==> config.mk <==
export PLATFORM = sky130hd
export DESIGN_NAME = encode6_3_sync_flat
export DESIGN_NICKNAME = d
export VERILOG_FILES = /design/src/rtl/encode6_3_sync_pkg.sv /design/src/rtl/encode6_3_sync_if.sv /design/src/rtl/encode6_3_sync_core.sv /design/src/rtl/encode6_3_sync.sv /design/src/flat_wrapper.sv
export SDC_FILE = /design/constraint.sdc
export NUM_CORES = 1
export LEC_CHECK = 0
export BUFFER_PORTS_ARGS = -buffer_cell sky130_fd_sc_hd__buf_2
export CAP_MARGIN = 20
export CORE_UTILIZATION = 27
export CTS_BUF_LIST = sky130_fd_sc_hd__clkbuf_8 sky130_fd_sc_hd__clkbuf_16
export DETAILED_ROUTE_END_ITERATION = 7
export GPL_ROUTABILITY_DRIVEN = 1
export GPL_TIMING_DRIVEN = 0
export PLACE_DENSITY = 0.47
export SLEW_MARGIN = 0
export SYNTH_ARGS = -nofsm -noshare
export SYNTH_HDL_FRONTEND = slang
export SYNTH_SLANG_ARGS = --single-unit
==> constraint.sdc <==
create_clock -name clk -period 2.8 [get_ports clk]
set_input_delay 0.14 -clock clk [delete_from_list [all_inputs] [get_ports clk]]
set_output_delay 0.14 -clock clk [all_outputs]
set_load 0.01 [all_outputs]
==> src/rtl/encode6_3_sync_pkg.sv <==
// Shared constants for the 6-to-3 one-hot encoder: FSM state codes,
// the six legal one-hot codes and their element indices.
package encode6_3_sync_pkg;

    localparam logic [1:0] ST_IDLE   = 2'b00;
    localparam logic [1:0] ST_SETTLE = 2'b01;
    localparam logic [1:0] ST_LOCKED = 2'b10;
    localparam logic [1:0] ST_FAULT  = 2'b11;

    localparam logic [5:0] CODE_0 = 6'b000001;
    localparam logic [5:0] CODE_1 = 6'b000010;
    localparam logic [5:0] CODE_2 = 6'b000100;
    localparam logic [5:0] CODE_3 = 6'b001000;
    localparam logic [5:0] CODE_4 = 6'b010000;
    localparam logic [5:0] CODE_5 = 6'b100000;

    localparam logic [2:0] IDX_0 = 3'd0;
    localparam logic [2:0] IDX_1 = 3'd1;
    localparam logic [2:0] IDX_2 = 3'd2;
    localparam logic [2:0] IDX_3 = 3'd3;
    localparam logic [2:0] IDX_4 = 3'd4;
    localparam logic [2:0] IDX_5 = 3'd5;

endpackage

==> src/rtl/encode6_3_sync_if.sv <==
// Bus bundle between the encoder and whatever drives it: select lines and
// controls in, registered index / status / error count out.
interface encode6_3_sync_if #(
    parameter int ERR_W = 8
) ();
    logic             en;
    logic [5:0]       DataIn;
    logic             clr_err;
    logic [2:0]       s;
    logic             valid;
    logic             err_pulse;
    logic [ERR_W-1:0] err_cnt;

    modport master (
        output en, DataIn, clr_err,
        input  s, valid, err_pulse, err_cnt
    );

    modport slave (
        input  en, DataIn, clr_err,
        output s, valid, err_pulse, err_cnt
    );
endinterface

==> src/rtl/encode6_3_sync_core.sv <==
// Pure combinational classifier for a 6-bit select word: element index
// of a one-hot code plus one-hot / all-zero flags.
module enc6_3_core
    import encode6_3_sync_pkg::*;
(
    input  logic [5:0] code,
    output logic [2:0] idx,
    output logic       is_onehot,
    output logic       is_zero
);

    // Index is only meaningful when is_onehot is set; anything else reads as 0.
    always_comb begin
        idx       = IDX_0;
        is_onehot = 1'b1;
        case (code)
            CODE_0:  idx = IDX_0;
            CODE_1:  idx = IDX_1;
            CODE_2:  idx = IDX_2;
            CODE_3:  idx = IDX_3;
            CODE_4:  idx = IDX_4;
            CODE_5:  idx = IDX_5;
            default: is_onehot = 1'b0;
        endcase
        is_zero = (code == 6'b000000);
    end

endmodule

==> src/rtl/encode6_3_sync.sv <==
// Debounced 6-to-3 one-hot encoder: a code must be seen unchanged for
// STABLE_CNT samples before it is published; stable multi-hot codes are counted as errors.
module encode6_3_sync
    import encode6_3_sync_pkg::*;
#(
    parameter int STABLE_CNT = 2,
    parameter int ERR_W      = 8
) (
    input  logic              clk,
    input  logic              rst_n,
    encode6_3_sync_if.slave   bus
);

    logic [1:0]       state_q,     state_d;
    logic [5:0]       d_q,         d_d;
    logic [3:0]       stab_q,      stab_d;
    logic [2:0]       s_q,         s_d;
    logic             valid_q,     valid_d;
    logic             err_pulse_q, err_pulse_d;
    logic [ERR_W-1:0] err_cnt_q,   err_cnt_d;

    logic [2:0]       core_idx;
    logic             core_onehot;
    logic             core_zero;
    logic [4:0]       stab_inc;

    enc6_3_core u_core (
        .code      (d_q),
        .idx       (core_idx),
        .is_onehot (core_onehot),
        .is_zero   (core_zero)
    );

    assign stab_inc = {1'b0, stab_q} + 5'd1;

    always_comb begin
        state_d     = state_q;
        d_d         = d_q;
        stab_d      = stab_q;
        s_d         = s_q;
        valid_d     = valid_q;
        err_pulse_d = 1'b0;
        err_cnt_d   = err_cnt_q;

        if (!bus.en) begin
            state_d = ST_IDLE;
            d_d     = 6'b000000;
            stab_d  = 4'd0;
            s_d     = 3'd0;
            valid_d = 1'b0;
        end else if (bus.DataIn != d_q) begin
            // Any change restarts the settle window; s keeps its last value.
            state_d = ST_SETTLE;
            d_d     = bus.DataIn;
            stab_d  = 4'd1;
            valid_d = 1'b0;
        end else begin
            case (state_q)
                ST_IDLE: begin
                    state_d = ST_SETTLE;
                    stab_d  = 4'd1;
                end
                ST_SETTLE: begin
                    if (stab_inc < 5'(STABLE_CNT)) begin
                        stab_d = stab_inc[3:0];
                    end else if (core_onehot) begin
                        state_d = ST_LOCKED;
                        s_d     = core_idx;
                        valid_d = 1'b1;
                    end else if (!core_zero) begin
                        state_d     = ST_FAULT;
                        err_pulse_d = 1'b1;
                        if (err_cnt_q != {ERR_W{1'b1}}) begin
                            err_cnt_d = err_cnt_q + ERR_W'(1);
                        end
                    end else begin
                        // All-zero input never resolves; park the counter.
                        stab_d  = 4'(STABLE_CNT);
                        valid_d = 1'b0;
                    end
                end
                default: begin
                    // LOCKED and FAULT hold until the input changes.
                end
            endcase
        end

        if (bus.clr_err) begin
            err_cnt_d = '0;
        end
    end

    always_ff @(posedge clk) begin
        if (!rst_n) begin
            state_q     <= ST_IDLE;
            d_q         <= 6'b000000;
            stab_q      <= 4'd0;
            s_q         <= 3'd0;
            valid_q     <= 1'b0;
            err_pulse_q <= 1'b0;
            err_cnt_q   <= '0;
        end else begin
            state_q     <= state_d;
            d_q         <= d_d;
            stab_q      <= stab_d;
            s_q         <= s_d;
            valid_q     <= valid_d;
            err_pulse_q <= err_pulse_d;
            err_cnt_q   <= err_cnt_d;
        end
    end

    assign bus.s         = s_q;
    assign bus.valid     = valid_q;
    assign bus.err_pulse = err_pulse_q;
    assign bus.err_cnt   = err_cnt_q;

endmodule
==> src/flat_wrapper.sv <==
// flat-port wrapper written by rule: the top's interface ports become plain ports
module encode6_3_sync_flat import encode6_3_sync_pkg::*;
#(
    parameter int STABLE_CNT = 2,
    parameter int ERR_W      = 8
)
  (clk, rst_n, bus_en, bus_DataIn, bus_clr_err, bus_s, bus_valid, bus_err_pulse, bus_err_cnt);
  encode6_3_sync_if #(.ERR_W(ERR_W)) bus_i ();
  input  logic clk;
  input  logic rst_n;
  input wire logic [$bits(bus_i.en)-1:0] bus_en;
  input wire logic [$bits(bus_i.DataIn)-1:0] bus_DataIn;
  input wire logic [$bits(bus_i.clr_err)-1:0] bus_clr_err;
  output wire logic [$bits(bus_i.s)-1:0] bus_s;
  output wire logic [$bits(bus_i.valid)-1:0] bus_valid;
  output wire logic [$bits(bus_i.err_pulse)-1:0] bus_err_pulse;
  output wire logic [$bits(bus_i.err_cnt)-1:0] bus_err_cnt;
  assign bus_i.en = bus_en;
  assign bus_i.DataIn = bus_DataIn;
  assign bus_i.clr_err = bus_clr_err;
  assign bus_s = bus_i.s;
  assign bus_valid = bus_i.valid;
  assign bus_err_pulse = bus_i.err_pulse;
  assign bus_err_cnt = bus_i.err_cnt;
  encode6_3_sync #(.STABLE_CNT(STABLE_CNT), .ERR_W(ERR_W)) u_core (.clk(clk), .rst_n(rst_n), .bus(bus_i));
endmodule
==> results_dict.tcl, run 1 <==
set metrics [dict create \
    status "complete, no violations" \
    areaGrowthSynthToFinish_pct 17.19 \
    viasPerCell 5.176 \
    io_buffers 22 \
    fin_cells 222 \
    combPwrFrac_pct 11.5 \
    cts_hold_buf 0 \
    synthAdderAreaFrac_pct 1.953 \
    fin_crit_sh_pct 79.89 \
    clock.fmax_ghz 0.4471 \
    synthFlopType "dfxtp_1" \
    peakVddDrop_mv 0.1342 \
    hp-start "bus_DataIn[5]" \
    synthTopCellsByArea "dfxtp_1 39%, a21oi_1 3.9%, and3_1 3.9%" \
    syn-num-nets 156 \
    grt_overflow_total 0 \
    setup-violations-final 0 \
    crit_path_end_kind "flip-flop" \
    num_vias 1149 \
    syn_area_um2 1281 \
    worstPathRequired_ns 3.00 \
    hpwlAfterDp_um 2305 \
    dieArea_um2 5025 \
    clk_path_buf_depth 2 \
    leakagePower_nw 0.6307 \
    gp_congestion 0.7586 \
    maxCapViolCount 0 \
    root_buffer "clkbuf_8" \
    clk_pin_slew_ns 0.09 \
    dr.pass1.iters 6 \
    antenna_found_initial 0 \
    p_sw_share_pct 24.65 \
    drc 0 \
    synth-warning-count 0 \
    ys_seq_elements 25 \
    fin_setup_tns_ns 0 \
    synth-compound-area-share_pct 13.57 \
    die_x_um 70.89 \
    synth_common_cells "25 x dfxtp_1, 10 x a21oi_1, 10 x nand2_1, 10 x nor2_1" \
    seq_power_share_pct 56.2 \
    p_switching_w 0.0001604 \
    critPathLaunch "u_core.stab_q[0]" \
    rows 24 \
    crit_arrival_ns 2.44 \
    initial_core_util_pct 28.83 \
    synth.most_common_cell "dfxtp_1" \
    num_io_pins 23 \
    worst-r2r-setup-slack_ns 0.56 \
    postCtsResizedCells 0 \
    post-place-ws_ns 0.5919 \
    clock_sinks 25 \
    async_flop_share_pct 0 \
    timing.final.ws_setup_ns 0.5632 \
    synthMuxAreaShare_pct 3.906 \
    wire_per_inst_um 13.64 \
    max_slew.worst_pin.slew_ns 1.028 \
    final_layout_size_suffix_gt1_share_pct 20.59 \
    yosys.area.top_type_share_pct 39.06 \
    finalHoldViolations 0 \
    post_cts_buffers 0 \
    synth_area_per_cell_um2 8.897 \
    syn_inst 144 \
    cp_max_fo 10 \
    cts_buffers 3 \
    place_inst 218 \
    path_class "flip-flop to flip-flop" \
    p_per_area_nw_per_um2 433.4 \
    post-route-util_pct 33.78 \
    post_dp_cell_area_um2 1456 \
    rsz0062_at_grt "no" \
    grt_pass1_vias 1155 \
    post-route-min-period_ns 2.237 \
    antennaDiodeCount 0 \
    ant_nets 0 \
    max_slew_margin_pct 30.37 \
    die_h_um 70.89 \
    cts_tree "done" \
    synth_xor_area_share_pct 7.324 \
    skew_ns 0.003358 \
    drv_slew 0 \
    clk-insertion-delay-late_ns 0.27 \
    synth.distinct_cells 39 \
    p_clk_share_pct 32.3 \
    grt_pass1_wl_um 5368 \
    synthSimpleGateAreaFrac_pct 30.47 \
    seq_area_frac_synth_pct 39.06 \
    drt_iter0_markers 88 \
    grt_util_all_layers_pct 13.43 \
    htree_levels 1 \
    synth_top_cell_by_area "dfxtp_1" \
    nets 183 \
    synth_top_family_by_area "simple AND/OR/NAND/NOR gates" \
    synth_edf_count 0 \
    worstReg2RegStart "u_core.stab_q[0]" \
    grt_start_max_net_pins 14 \
    finalInstanceArea_um2 1501 \
    internal_power_w 0.0004903 \
    startpoint_type "flip-flop" \
    hold_class "input port to flip-flop" \
    drt_wl_total_um 3028 \
    core_um2 4444 \
]
[power groups by stage]
| stage | clock, W | combinational, W | sequential (W) |
|---|---|---|---|
| floorplan | 0 | 0.0000540 | 0.000372 |
| global placement | 0 | 0.0000728 | 0.000373 |
| detailed placement | 0 | 0.0000750 | 0.000374 |
| CTS | 0.000219 | 0.0000751 | 0.000365 |
| global route | 0.000236 | 0.0000839 | 0.000366 |
| finish | 0.000210 | 0.0000751 | 0.000365 |
[sequential cells by signal (all words and copies together), names as in the netlist]
register	count
u_core.bus.valid	1
u_core.stab_q	4
u_core.d_q	6
u_core.bus.s	3
u_core.bus.err_pulse	1
u_core.bus.err_cnt	8
u_core.state_q	2
[metrics by stage]
stage          power (W)  hold WS, ns
2_1_floorplan  0.0004261       0.2859
3_3_place_gp   0.0004460       0.3954
3_5_place_dp   0.0004485       0.4010
4_1_cts        0.0006597       0.1202
5_1_grt        0.0006861       0.1175
6_report       0.0006507       0.1209
[cell usage in the layout (no fill, tap or decap)]
master	n
buf_6	2
o311ai_1	1
a21o_1	1
and3_1	8
nor3_1	5
a31oi_1	1
nor4b_1	1
or3_1	2
nor3b_1	1
buf_2	24
nand3_1	8
nor2b_1	3
nor4b_4	1
nand2b_1	3
and2_1	3
nand4b_1	2
o211ai_1	3
o22ai_1	1
o221a_2	1
nor3_2	1
nor2_1	10
clkbuf_8	3
dfxtp_1	25
and3b_1	1
and4_1	1
ha_1	2
a21oi_1	10
or2_4	1
a31o_1	2
xnor2_1	5
a221oi_1	1
xor2_1	2
inv_1	2
nor4_1	2
clkbuf_1	3
o21ai_0	7
xnor2_2	2
mux2i_1	5
nand2_1	10
nand4_1	4
[kinds of logic (layout without fill, tap and decap cells)]
| family | count (synthesis) | count (layout) |
|---|---|---|
| mux | 5 | 5 |
| fa+ha+maj | 2 | 2 |
| compound gates | 28 | 28 |
| flops | 25 | 25 |
| buf+inv | 8 | 34 |
| xor+xnor | 9 | 9 |
| simple gates | 67 | 67 |
[path summary, 6_finish.rpt]
check,endpoint,cells past startpoint
setup / recovery,u_core.bus.err_cnt[6],7
hold / removal,u_core.d_q[5],2
setup reg to reg,u_core.bus.err_cnt[6],7
hold reg to reg,u_core.bus.s[2],2
[metal layers]
layer | track usage [%] | vias to the layer above | share of wire [%]
met2 | 22.44 | 26 | 47
li1 | - | 578 | -
met5 | 0 | - | 0
met4 | 4.667 | 0 | 0.73
met1 | 17.34 | 541 | 49
met3 | 2.564 | 4 | 3.9
[layout make-up]
class                      count  area (µm²)
fill                         479        2943
multi-input combinational    111       733.2
sequential                    25       500.5
timing repair buffer          22       110.1
tap                           52       65.06
buffer                         7       43.79
clock buffer                   3       41.29
clock inverter                 1       3.754
inverter                       1       3.754
[worst max-delay path: stages, from the launching register on]
cell and delay (ns):
dfxtp_1 0.40, ha_1 0.18, and2_1 0.12, a21oi_1 0.07, o311ai_1 0.84, nor4b_4 0.18, nand4_1 0.18, mux2i_1 0.19
Power figures use the tool's default switching activity.
==> inputs of run 2 (changes only) <==
clock period = 2.3 ns   (was 2.8 ns; I/O delays follow)
==> run 2 against run 1 <==
Against the previous run: clock power rose by 22%; power grew 22%; first-iteration DRC count down 22%; fmax up 7.2%; setup slack got worse by 0.35 ns; largest cell class unchanged; non-clock buffer count unchanged; critical path depth stayed put; die area is the same; via count is 0.26% lower.
==> results_dict.tcl, run 2 (synthesis results as in run 1) <==
set metrics [dict create \
    final_layout_size_suffix_gt1_share_pct 22.22 \
    fin_crit_sh_pct 90.74 \
    max_slew.worst_pin.slew_ns 0.7592 \
    startpoint_type "flip-flop" \
    viasPerCell 5.139 \
    postCtsResizedCells 0 \
    grt_start_max_net_pins 14 \
    worst_path_max_delay_cell "nor3_2" \
    final_cell_mix "25 x dfxtp_1, 24 x buf_2, 10 x nand2_1, 10 x nor2_1, 9 x a21oi_1" \
    die_x_um 70.89 \
    cts_tree "done" \
    grt_use_met2_pct 22.44 \
    dieArea_um2 5025 \
    crit_path_end_kind "flip-flop" \
    leakagePower_nw 0.6324 \
    hpwlAfterDp_um 2305 \
    post-route-min-period_ns 2.087 \
    grt_util_all_layers_pct 13.43 \
    finalInstanceArea_um2 1528 \
    worstPathRequired_ns 2.50 \
    die_h_um 70.89 \
    drt_iter0_markers 69 \
    io_buffers 22 \
    drv_slew 0 \
    grt_pass1_wl_um 5368 \
    cp_max_fo 9 \
    finalHoldViolations 0 \
    htree_levels 1 \
    met1_usage_pct 17.34 \
    clk_path_buf_depth 2 \
    maxCapViolCount 0 \
    drt_wl_total_um 3073 \
    busiest_layer "met2" \
    post_dp_cell_area_um2 1456 \
    gp_congestion 0.7586 \
    rows 24 \
    path_class "flip-flop to flip-flop" \
    areaGrowthSynthToFinish_pct 19.24 \
    cts_buffers 3 \
    mostFrequentLayoutCell "dfxtp_1" \
    peakVddDrop_mv 0.1636 \
    dr.pass1.iters 6 \
    post_cts_buffers 0 \
    ant_nets 0 \
    largest_register_ffs 8 \
    rsz0062_at_grt "no" \
    clock_sinks 25 \
    setup-violations-final 0 \
    clk_pin_slew_ns 0.09 \
    cts_hold_buf 0 \
    grt_overflow_total 0 \
    root_buffer "clkbuf_8" \
    holdPathStages 2 \
    core_um2 4444 \
    num_vias 1146 \
    grt_pass1_vias 1155 \
    antennaDiodeCount 0 \
    reg2reg_depth 7 \
    wire_per_inst_um 13.78 \
    hold_class "input port to flip-flop" \
    initial_core_util_pct 28.83 \
    num_io_pins 23 \
    drc 0 \
    p_total_w 0.0007968 \
    max_slew_margin_pct 49.30 \
    nets 184 \
    antenna_found_initial 0 \
    crit_arrival_ns 2.29 \
    skew_ns 0.003610 \
    status "complete, no violations" \
    clock.fmax_ghz 0.4791 \
    use_met3_pct 2.564 \
    clk-insertion-delay-late_ns 0.27 \
    cpPeakStageDelay_ns 0.39 \
    path_cells "buf_2 -> nor3_1 -> o21ai_0 -> a21oi_2 -> a21oi_1 -> nor3_2 -> mux2i_1" \
    fin_setup_tns_ns 0 \
    p_per_area_nw_per_um2 521.6 \
]
-- run 2: changes by cell type in the layout (fill, tap and decap cells not counted) --
| cell | delta |
|---|---|
| a21oi_1 | -1 |
| a21oi_2 | +1 |
| nor4b_2 | +1 |
| o311ai_1 | -1 |
| o311ai_2 | +1 |
-- run 2: worst paths after layout --
| check | slack [ns] | start | endpoint |
|---|---|---|---|
| hold / removal | 0.1 | bus_DataIn[5] | u_core.d_q[5] |
| setup reg to reg | 0.21 | u_core.d_q[1] | u_core.bus.s[0] |
| setup / recovery | 0.21 | u_core.d_q[1] | u_core.bus.s[0] |
| hold reg to reg | 0.48 | u_core.bus.s[2] | u_core.bus.s[2] |
-- run 2: worst max-delay path: cells and delay by family, from the launching register on --
family / cells / cell delay, ns
compound gates: 3 / 0.64
buf+inv: 1 / 0.17
flops: 1 / 0.30
mux: 1 / 0.24
simple gates: 2 / 0.67
-- run 2: per-layer routing --
metal	share of wire (%)	wire, µm	vias up
met5	0	0	-
met2	47	1444	22
li1	-	-	584
met1	48	1488	538
met3	4.0	124	2
met4	0.49	15	0
-- run 2: stage by stage --
stage               hold slack, ns  instances  setup slack, ns  utilization (%)
global placement            0.3704        218           0.1619            32.77
global route               0.09252        223          0.02542            34.38
floorplan                   0.2609        144           0.3996                -
finish                     0.09669        223           0.2129            34.38
detailed placement          0.3760        218          0.09193            32.77
CTS                        0.09518        222          0.05584            33.78
-- run 2: power breakdown --
part	switching (W)	total, W	internal, W
clock	0.000137	0.000256	0.000119
sequential	0.00000643	0.000445	0.000439
combinational	0.0000552	0.0000957	0.0000405
total	0.000198	0.000797	0.000598
-- run 2: area by class of cell --
cell class | instances | area [µm²]
fill | 475 | 2917
timing repair buffer | 22 | 110.1
clock buffer | 3 | 41.29
multi-input combinational | 112 | 759.5
sequential | 25 | 500.5
buffer | 7 | 43.79
inverter | 1 | 3.754
tap | 52 | 65.06
clock inverter | 1 | 3.754
==> inputs of run 3 (changes only) <==
clock period = 2.2 ns   (was 2.3 ns; I/O delays follow)
==> run 3 against run 2 <==
Against the previous run: worst hold slack lost 0.010 ns; clock skew decreased by 0.00077 ns; combinational power is 4% higher; via count rose by 2.6%; non-clock buffer count is 2 higher; first-iteration DRC count grew 23%; final area is 1.4% higher; utilization increased by 0.48 points; routed wire length unchanged; register-to-register slack worse by 0.09 ns; highest routed layer unchanged.
==> results_dict.tcl, run 3 (synthesis results as in run 1) <==
set metrics [dict create \
    num_io_pins 23 \
    grt_pass1_vias 1151 \
    clk-insertion-delay-late_ns 0.27 \
    cts_tree "done" \
    setup-violations-final 0 \
    antennaDiodeCount 0 \
    viasPerCell 5.250 \
    cpPeakStageDelay_ns 0.35 \
    cpMostUsedCell "buf_4" \
    finalHoldViolations 0 \
    crit_path_end_kind "flip-flop" \
    initial_core_util_pct 28.83 \
    post-place-ws_ns -0.008070 \
    holdPathStages 2 \
    worst_path_max_delay_cell "dfxtp_1" \
    grt_overflow_total 0 \
    status "complete, no violations" \
    areaGrowthSynthToFinish_pct 20.90 \
    leakagePower_nw 0.6564 \
    hold_class "input port to flip-flop" \
    clk_path_buf_depth 2 \
    crit_family "compound AO/OA/AOI/OAI gates" \
    post_dp_cell_area_um2 1456 \
    cp.depth 9 \
    root_buffer "clkbuf_8" \
    cts_buffers 3 \
    startpoint_type "flip-flop" \
    ant_nets 0 \
    fin_cells 224 \
    wire_per_inst_um 13.72 \
    die_h_um 70.89 \
    place_inst 218 \
    gp_congestion 0.7586 \
    fin_crit_sh_pct 94.47 \
    core_um2 4444 \
    clock_sinks 25 \
    grt_util_all_layers_pct 13.46 \
    final_layout_size_suffix_gt1_share_pct 23.26 \
    clock.fmax_ghz 0.4812 \
    dr.pass1.iters 6 \
    skew_ns 0.002837 \
    drt_wl_total_um 3073 \
    htree_levels 1 \
    path_class "flip-flop to flip-flop" \
    post-route-min-period_ns 2.078 \
    drv_slew 0 \
    final_cell_mix "25 x dfxtp_1, 24 x buf_2, 10 x nand2_1, 10 x nor2_1, 9 x a21oi_1" \
    cts_hold_buf 0 \
    cp_max_fo 9 \
    max_slew_margin_pct 68.21 \
    num_vias 1176 \
    hpwlAfterDp_um 2305 \
    nets 185 \
    largest_register_ffs 8 \
    finalInstanceArea_um2 1549 \
    grt_pass1_wl_um 5382 \
    timing.final.ws_setup_ns 0.1218 \
    mostFrequentLayoutCell "dfxtp_1" \
    die_x_um 70.89 \
    antenna_found_initial 0 \
    grt_start_max_net_pins 14 \
    io_buffers 22 \
    drc 0 \
    dieArea_um2 5025 \
    path_cells "ha_1 -> and2_1 -> a21oi_1 -> o311ai_4 -> nor4b_4 -> buf_4 -> buf_4 -> xnor2_1 -> nor2_1" \
    p_per_area_nw_per_um2 539.8 \
    peakVddDrop_mv 0.1709 \
    max_slew.worst_pin.slew_ns 0.4757 \
    rows 24 \
    fin_setup_tns_ns 0 \
    reg2reg_depth 9 \
    maxCapViolCount 0 \
    holdWs_ns 0.08637 \
    worst-path-buf-inv 2 \
    clk_pin_slew_ns 0.09 \
    drt_iter0_markers 85 \
    crit_arrival_ns 2.24 \
    worstPathRequired_ns 2.36 \
]
run 3: metal layers:
layer	GRT usage (%)	vias up	wire, µm
li1	-	583	-
met1	17.43	555	1470
met2	22.44	34	1429
met3	2.564	4	145
met4	4.667	0	27
met5	0	-	0
run 3: timing repair:
action | 4_1_cts | 5_1_grt
buffers inserted | 0 | 2
setup endpoints to repair | 4 | 10
endpoints found under the hold margin | 0 | 0
pin swaps | 0 | 1
resized for setup | 1 | 4
run 3: final cells by class:
cell class | count | area [µm²]
clock inverter | 1 | 3.754
tap | 52 | 65.06
timing repair buffer | 24 | 125.1
sequential | 25 | 500.5
clock buffer | 3 | 41.29
multi-input combinational | 111 | 765.7
fill | 475 | 2895
buffer | 7 | 43.79
inverter | 1 | 3.754
run 3: power breakdown:
group          total (W)  switching (W)  internal (W)
Clock           0.000270       0.000145      0.000125
Sequential      0.000466     0.00000713      0.000458
Combinational   0.000100      0.0000573     0.0000430
Total           0.000836       0.000210      0.000626
run 3: worst paths after layout:
path,slack [ns],end,start
worst max-delay path,0.12,u_core.bus.err_cnt[0],u_core.stab_q[0]
worst min-delay path,0.09,u_core.d_q[5],bus_DataIn[5]
worst max register to register,0.12,u_core.bus.err_cnt[0],u_core.stab_q[0]
worst min register to register,0.48,u_core.bus.s[2],u_core.bus.s[2]
run 3: worst register-to-register path, stage by stage (launching register included):
cell	delay, ns
dfxtp_1	0.35
ha_1	0.21
and2_1	0.15
a21oi_1	0.32
o311ai_4	0.19
nor4b_4	0.28
buf_4	0.19
buf_4	0.13
xnor2_1	0.10
nor2_1	0.05
run 3: stage by stage:
step           total power, W  util, %
6_report            0.0008362    34.85
5_1_grt             0.0008789    34.85
4_1_cts             0.0008403    33.95
3_5_place_dp        0.0005708    32.77
3_3_place_gp        0.0005677    32.77
2_1_floorplan       0.0005423        -
